==> src/rtl/div_iter.sv <==
// Iterative restoring divider, signed or unsigned, STEP quotient bits per cycle.
// Divide-by-zero and most-negative/-1 resolve in a single cycle.
module div_iter #(
  parameter int WIDTH = 32,
  parameter int STEP  = 1
) (
  input  logic             clk,
  input  logic             rst,
  input  logic             sign,
  input  logic [WIDTH-1:0] dividend,
  input  logic [WIDTH-1:0] divisor,
  input  logic             start,
  input  logic             cancel,
  input  logic             ack,
  output logic             busy,
  output logic             done,
  output logic [WIDTH-1:0] quotient,
  output logic [WIDTH-1:0] remainder,
  output logic             div_by_zero,
  output logic             overflow
);

  localparam int ITER = WIDTH / STEP;
  localparam int CW   = $clog2(ITER);
  localparam logic [CW-1:0] LAST = CW'(ITER - 1);
  localparam logic [WIDTH-1:0] MIN_NEG = {1'b1, {(WIDTH-1){1'b0}}};

  typedef enum logic [1:0] {IDLE, CALC, FIX, DONE} state_t;

  state_t state, state_nx;

  logic [WIDTH-1:0] acc, qr, dvs;
  logic [WIDTH-1:0] acc_nx, qr_nx;
  logic [WIDTH-1:0] abs_a, abs_b;
  logic [WIDTH:0]   part;
  logic [WIDTH+1:0] trial;
  logic [CW-1:0]    cnt;
  logic             neg_q, neg_r;
  logic             a_neg, b_neg;
  logic             accept, is_zero, is_ovf;

  assign a_neg   = sign & dividend[WIDTH-1];
  assign b_neg   = sign & divisor[WIDTH-1];
  assign abs_a   = a_neg ? -dividend : dividend;
  assign abs_b   = b_neg ? -divisor : divisor;
  assign accept  = start & ~cancel;
  assign is_zero = (divisor == '0);
  assign is_ovf  = sign && (dividend == MIN_NEG)
                   && (divisor == '1);

  assign busy = (state == CALC) || (state == FIX);
  assign done = (state == DONE);

  // acc < dvs always holds, so a restored part fits back into WIDTH bits
  always_comb begin
    acc_nx = acc;
    qr_nx  = qr;
    part   = '0;
    trial  = '0;
    for (int i = 0; i < STEP; i++) begin
      part  = {acc_nx, qr_nx[WIDTH-1]};
      trial = {1'b0, part} - {2'b00, dvs};
      if (!trial[WIDTH+1])
        acc_nx = trial[WIDTH-1:0];
      else
        acc_nx = part[WIDTH-1:0];
      qr_nx = {qr_nx[WIDTH-2:0], ~trial[WIDTH+1]};
    end
  end

  always_comb begin
    state_nx = state;
    unique case (state)
      IDLE:
        if (accept)
          state_nx = (is_zero || is_ovf) ? DONE : CALC;
      CALC:
        if (cancel)
          state_nx = IDLE;
        else if (cnt == LAST)
          state_nx = FIX;
      FIX:
        state_nx = cancel ? IDLE : DONE;
      DONE:
        if (ack || cancel)
          state_nx = IDLE;
      default:
        state_nx = IDLE;
    endcase
  end

  always_ff @(posedge clk or negedge rst) begin
    if (!rst)
      state <= IDLE;
    else
      state <= state_nx;
  end

  always_ff @(posedge clk or negedge rst) begin
    if (!rst) begin
      acc         <= '0;
      qr          <= '0;
      dvs         <= '0;
      cnt         <= '0;
      neg_q       <= 1'b0;
      neg_r       <= 1'b0;
      quotient    <= '0;
      remainder   <= '0;
      div_by_zero <= 1'b0;
      overflow    <= 1'b0;
    end else begin
      unique case (state)
        IDLE: begin
          if (accept) begin
            acc   <= '0;
            qr    <= abs_a;
            dvs   <= abs_b;
            cnt   <= '0;
            neg_q <= a_neg ^ b_neg;
            neg_r <= a_neg;
            unique case (1'b1)
              is_zero: begin
                quotient    <= '1;
                remainder   <= dividend;
                div_by_zero <= 1'b1;
              end
              is_ovf: begin
                quotient  <= dividend;
                remainder <= '0;
                overflow  <= 1'b1;
              end
              default: ;
            endcase
          end
        end
        CALC: begin
          if (!cancel) begin
            acc <= acc_nx;
            qr  <= qr_nx;
            cnt <= cnt + 1'b1;
          end
        end
        FIX: begin
          if (!cancel) begin
            quotient  <= neg_q ? -qr : qr;
            remainder <= neg_r ? -acc : acc;
          end
        end
        DONE: begin
          if (ack || cancel) begin
            quotient    <= '0;
            remainder   <= '0;
            div_by_zero <= 1'b0;
            overflow    <= 1'b0;
          end
        end
        default: ;
      endcase
    end
  end

endmodule
==> config.mk <==
export PLATFORM = sky130hd
export DESIGN_NAME = div_iter
export DESIGN_NICKNAME = d
export VERILOG_FILES = /design/src/rtl/div_iter.sv
export SDC_FILE = /design/constraint.sdc
export NUM_CORES = 1
export LEC_CHECK = 0
export BUFFER_PORTS_ARGS = -buffer_cell sky130_fd_sc_hd__buf_2
export CORE_MARGIN = 2
export CORE_UTILIZATION = 55
export CTS_CLUSTER_DIAMETER = 100
export DETAILED_ROUTE_END_ITERATION = 10
export HOLD_SLACK_MARGIN = 0.02
export PLACE_DENSITY = 0.75
export REMOVE_ABC_BUFFERS = 1
export SYNTH_ARGS = -nofsm -noshare
export SYNTH_HDL_FRONTEND = slang
export SYNTH_SLANG_ARGS = --single-unit
==> constraint.sdc <==
create_clock -name clk -period 4.3 [get_ports clk]
set_input_delay 0.43 -clock clk [delete_from_list [all_inputs] [get_ports clk]]
set_output_delay 0.43 -clock clk [all_outputs]
set_load 0.02 [all_outputs]
== Word-level counts from Yosys, hierarchy flattened ==
Cells that the tools add are included.
Storage, ports and cells
  bits of input ports: 70
  register bits: 171
  output and inout port bits: 68
  logic and storage cells: 90
Cells by class
  mux-type cells: 37
  reduce and logical (&&, ||, !) cells: 16
  bitwise gates (word level): 6
  $add $sub $neg: 6
  eq/ne operators: 14
Operators with widths (number)
  32-bit two-way mux: 14
  32-bit case mux with 2 select lines: 4
  32-bit case mux with 3 select lines: 2
  32-bit negator: 4
  32-bit equality test (second input constant): 2
  33-bit by 32-bit subtractor with 34-bit output: 1
  32-bit zero test: 1
  2-bit two-way mux: 6
  5-bit two-way mux: 2
  2-bit != test (second input constant): 5
  5-bit case mux with 2 select lines: 1
  2-bit case mux with 4 select lines: 1
  4-bit AND reduction: 2
  3-bit AND reduction: 2
  5-bit by 1-bit adder with 5-bit output (second input constant): 1
  5-bit equality test (second input constant): 1
  1-bit two-way mux: 5
  5-bit AND reduction: 1
  2-bit equality test (second input constant): 2
  1-bit case mux with 2 select lines: 2
  2-bit nonzero test: 2
  1-bit bitwise AND: 3
  1-bit logical OR: 3
  3-bit by 2-bit != test with 1-bit output (second input constant): 1
  9 further kinds: 11

== Depth between registers and ports, before layout ==
  word-level depth: 7
  depth in mapped cells: 14
  depth with buffers taken out: 13

== Worst setup path after synthesis ==
No wires, ideal clock.
  path kind: flip-flop to flip-flop
  start point: reg acc[0]
  end point: reg acc[18]
  required time: 4.166 ns
  slack: 1.059 ns
  stages on the path, launching flop included: 13
  period minus slack after synthesis: 3.241 ns
  data arrival time: 3.107 ns
  library setup time: 0.134 ns
  buffers on the path: 2
  cell sequence: dfrtp_1 -> ha_1 -> nor2b_1 -> o2111a_1 -> o31ai_2 -> o311ai_1 -> a211o_1 -> a311o_1 -> a311oi_2 -> buf_4 -> buf_4 -> mux2i_1 -> o21ai_0
On the way
  cells in the longest elaborated chain, start to end: 4
RTL lines
  start: declaration: line 32  | logic [WIDTH-1:0] acc, qr, dvs;
  start signal: assignment: line 138  | acc <= acc_nx;
  33-bit by 32-bit subtractor with 34-bit output: line 62  | trial = {1'b0, part} - {2'b00, dvs};
  32-bit two-way mux: line 63  | if (!trial[WIDTH+1])
  32-bit two-way mux: line 137  | if (!cancel) begin
  32-bit case mux with 2 select lines: line 112  | unique case (state)
No other way between the ends. The select of a mux whose other input is x is not followed.
A chain may end at the register's enable or synchronous reset.

== Worst setup path in the final report ==
  start point: reg acc[5]
  end point: reg acc[29]
Same word-level chain as after synthesis.

==> impl_metrics.json <==
{
  "status": "finished, final reports clean",
  "crit_fanout": 19,
  "numPortBuffers": 137,
  "clk_path_buf_depth": 2,
  "worst_slack_ns": 0.5436,
  "wirelength_met1_um": 14040,
  "postCtsHoldBufs": 0,
  "synth_top_area_share_pct": 36.70,
  "start_util_pct": 55.81,
  "clock_latency_ns": 0.44,
  "total_power_w": 0.01173,
  "report.final.slew_viol_count": 0,
  "setup_viol": 0,
  "wl_met3_um": 2384,
  "via_per_inst": 6.096,
  "core_area_mm2": 0.02089,
  "dp_slack_ns": 0.6479,
  "cp_data_required_time_ns": 4.61,
  "wl_per_cell_um": 18.16,
  "cap_violations": 0,
  "worst-slew-pin-transition_ns": 1.059,
  "fin_skew_ns": 0.01406,
  "worstSetupStartpointType": "flop",
  "antenna_found_initial": 0,
  "grt_pass1_wl_um": 51820,
  "ctsHtreeMaxLevel": 4,
  "maxSlewHeadroom_pct": 29.40,
  "maxUsedRoutingLayer": "met4",
  "max_freq_mhz": 266.2,
  "powerDensity_mw_per_mm2": 886.4,
  "io_pins": 138,
  "hold_viol": 0,
  "synth_top_family_by_area": "compound AO/OA/AOI/OAI gates",
  "cts_sinks": 171,
  "drive_above_1_share_pct": 14.28,
  "synth_cells": 1380,
  "dr.pass1.iters": 6,
  "synth.top_cells.by_area": "dfrtp_1 37%, o21ai_0 6.7%, xnor2_1 6.6%, nor2_1 4.8%, ha_1 4.7%",
  "async_flop_share_pct": 100.0,
  "hpwl_um": 23580,
  "numCtsBuffers": 17,
  "yosysWarnings": 0,
  "die-area_mm2": 0.02238,
  "yosys.area_share.simple_pct": 17.41,
  "gp_congestion": 0.9267,
  "diodes": 0,
  "area_delta_synth_final_pct": 13.50,
  "crit_type": "reg2reg",
  "end_kind": "flop",
  "post-route-min-period_ns": 3.756,
  "synth_area_mm2": 0.01166,
  "synth_edf_count": 0,
  "synth_mux_area_share_pct": 2.061,
  "die_w_um": 149.6,
  "avgSynthCellArea_um2": 8.448,
  "yosys.area.top_type": "dfrtp_1",
  "arrival_ns": 4.06,
  "clk_pin_slew_worst_paths_ns": 0.07,
  "final_cell_area_mm2": 0.01323,
  "drt.antenna.violating_nets": 0,
  "ctsResizeCount": 0,
  "synth_cell_type_count": 64,
  "num_rows": 53,
  "grt_pass1_vias": 9966,
  "hold_class": "in2async",
  "drtIter0Drc": 804,
  "placed_area_mm2": 0.01260,
  "synth-seq-cells": 171,
  "dieHeight_um": 149.6,
  "cts_root_buf": "clkbuf_16",
  "track_usage_pct": 29.04,
  "post-cts-setup-buffers": 0,
  "synthAdderAreaFrac_pct": 4.894,
  "synth_flop_cell": "dfrtp_1",
  "yosysSeqAreaShare_pct": 36.70,
  "drc": 0,
  "grt_max_degree": 88,
  "synthXorXnorAreaFrac_pct": 10.97,
  "layout_commonest_cell": "dfrtp_1",
  "cts_tree": "done",
  "wirelength_um": 32090,
  "layout.nets": 1594,
  "vias": 10770,
  "ir_worst_vdd_uv": 360.3,
  "rsz0062_at_grt": "no",
  "synth_compound_area_share_pct": 23.50,
  "wl_met2_um": 14830,
  "final_cell_mix": "171 x dfrtp_1, 155 x o21ai_0, 148 x nor2_1",
  "period_share_pct": 87.36,
  "power_leakage_nw": 5.761,
  "grt_overflow": 0
}
[cells in the mapped netlist, drive strengths merged, types with 8 or more instances]
library cell / n
nor2b: 8
xor2: 58
a21oi: 71
buf: 11
clkbuf: 66
and3: 12
or4: 19
nand2: 136
a32oi: 9
mux2i: 24
dfrtp: 171
o41ai: 16
nand3: 29
nor4: 8
o21ai: 162
inv: 58
nand4: 15
ha: 44
a21o: 10
nor3: 22
a22oi: 29
o31ai: 34
a221oi: 38
xnor2: 88
nor2: 151
or3: 16
[kinds of logic after synthesis]
kind of cell / Yosys count
and+or+nand+nor: 439
buffers and inverters: 135
muxes: 24
DFF: 171
AOI/OAI and AO/OA: 420
adders and majority gates: 45
xor gates and xnor gates: 146
[cell type report]
cell class / count / area [µm²]
Inverter: 58 / 217.7
Timing Repair Buffer: 157 / 867.1
Clock inverter: 14 / 205.2
Multi-Input combinational cell: 1074 / 6890
Sequential cell: 171 / 4279
Clock buffer: 18 / 429.2
Tap cell: 275 / 344.1
Fill cell: 1775 / 7656
[path summary, 6_finish.rpt]
check,from,end,slack [ns],cells past startpoint
worst max-delay path,acc[5],acc[29],0.54,11
worst min-delay path,rst,quotient[14],0.04,1
worst max register to register,acc[5],acc[29],0.54,11
worst min register to register,dvs[9],dvs[9],0.48,2
max in group asynchronous,rst,acc[11],3.32,2
min in group clk,dividend[15],remainder[15],0.31,3
[registers in the layout (all words and copies together), names as in the netlist, 2 cells and up]
register / cells
acc: 32
state: 2
remainder: 32
qr: 32
quotient: 32
cnt: 5
dvs: 32
[worst max-delay path, stage by stage (launching register included)]
cell and delay [ns]:
dfrtp_1 0.47, ha_1 0.42, a21oi_1 0.23, nand3b_1 0.14, o31ai_2 0.35, o311ai_1 0.25
a211o_1 0.32, a311o_1 0.38, a311oi_4 0.29, buf_4 0.34, nand2b_1 0.29, o21ai_0 0.13
[metrics by stage]
stage | hold WS, ns | utilization [%] | setup TNS [ns] | std cells
global route | 0.1037 | 63.35 | 0 | 1767
CTS | 0.08397 | 63.35 | 0 | 1767
floorplan | 0.1344 | - | -14.00 | 1303
finish | 0.03543 | 63.35 | 0 | 1767
detailed placement | 0.4720 | 60.31 | 0 | 1735
global placement | 0.4606 | 60.31 | 0 | 1735
[power breakdown]
| group | internal (W) | total (W) | leakage [nW] | switching, W |
|---|---|---|---|---|
| clock network | 0.000985 | 0.00169 | 0.296 | 0.000705 |
| logic | 0.00279 | 0.00697 | 3.39 | 0.00419 |
| registers | 0.00231 | 0.00307 | 2.08 | 0.000756 |
| total | 0.00608 | 0.0117 | 5.76 | 0.00565 |
[per-layer routing]
layer / GRT usage [%] / up-vias
met5: 0 / -
met4: 10.19 / 0
met3: 4.085 / 63
met2: 46.49 / 443
met1: 40.43 / 5083
li1: - / 5183
(Power assumes the default switching activity.)
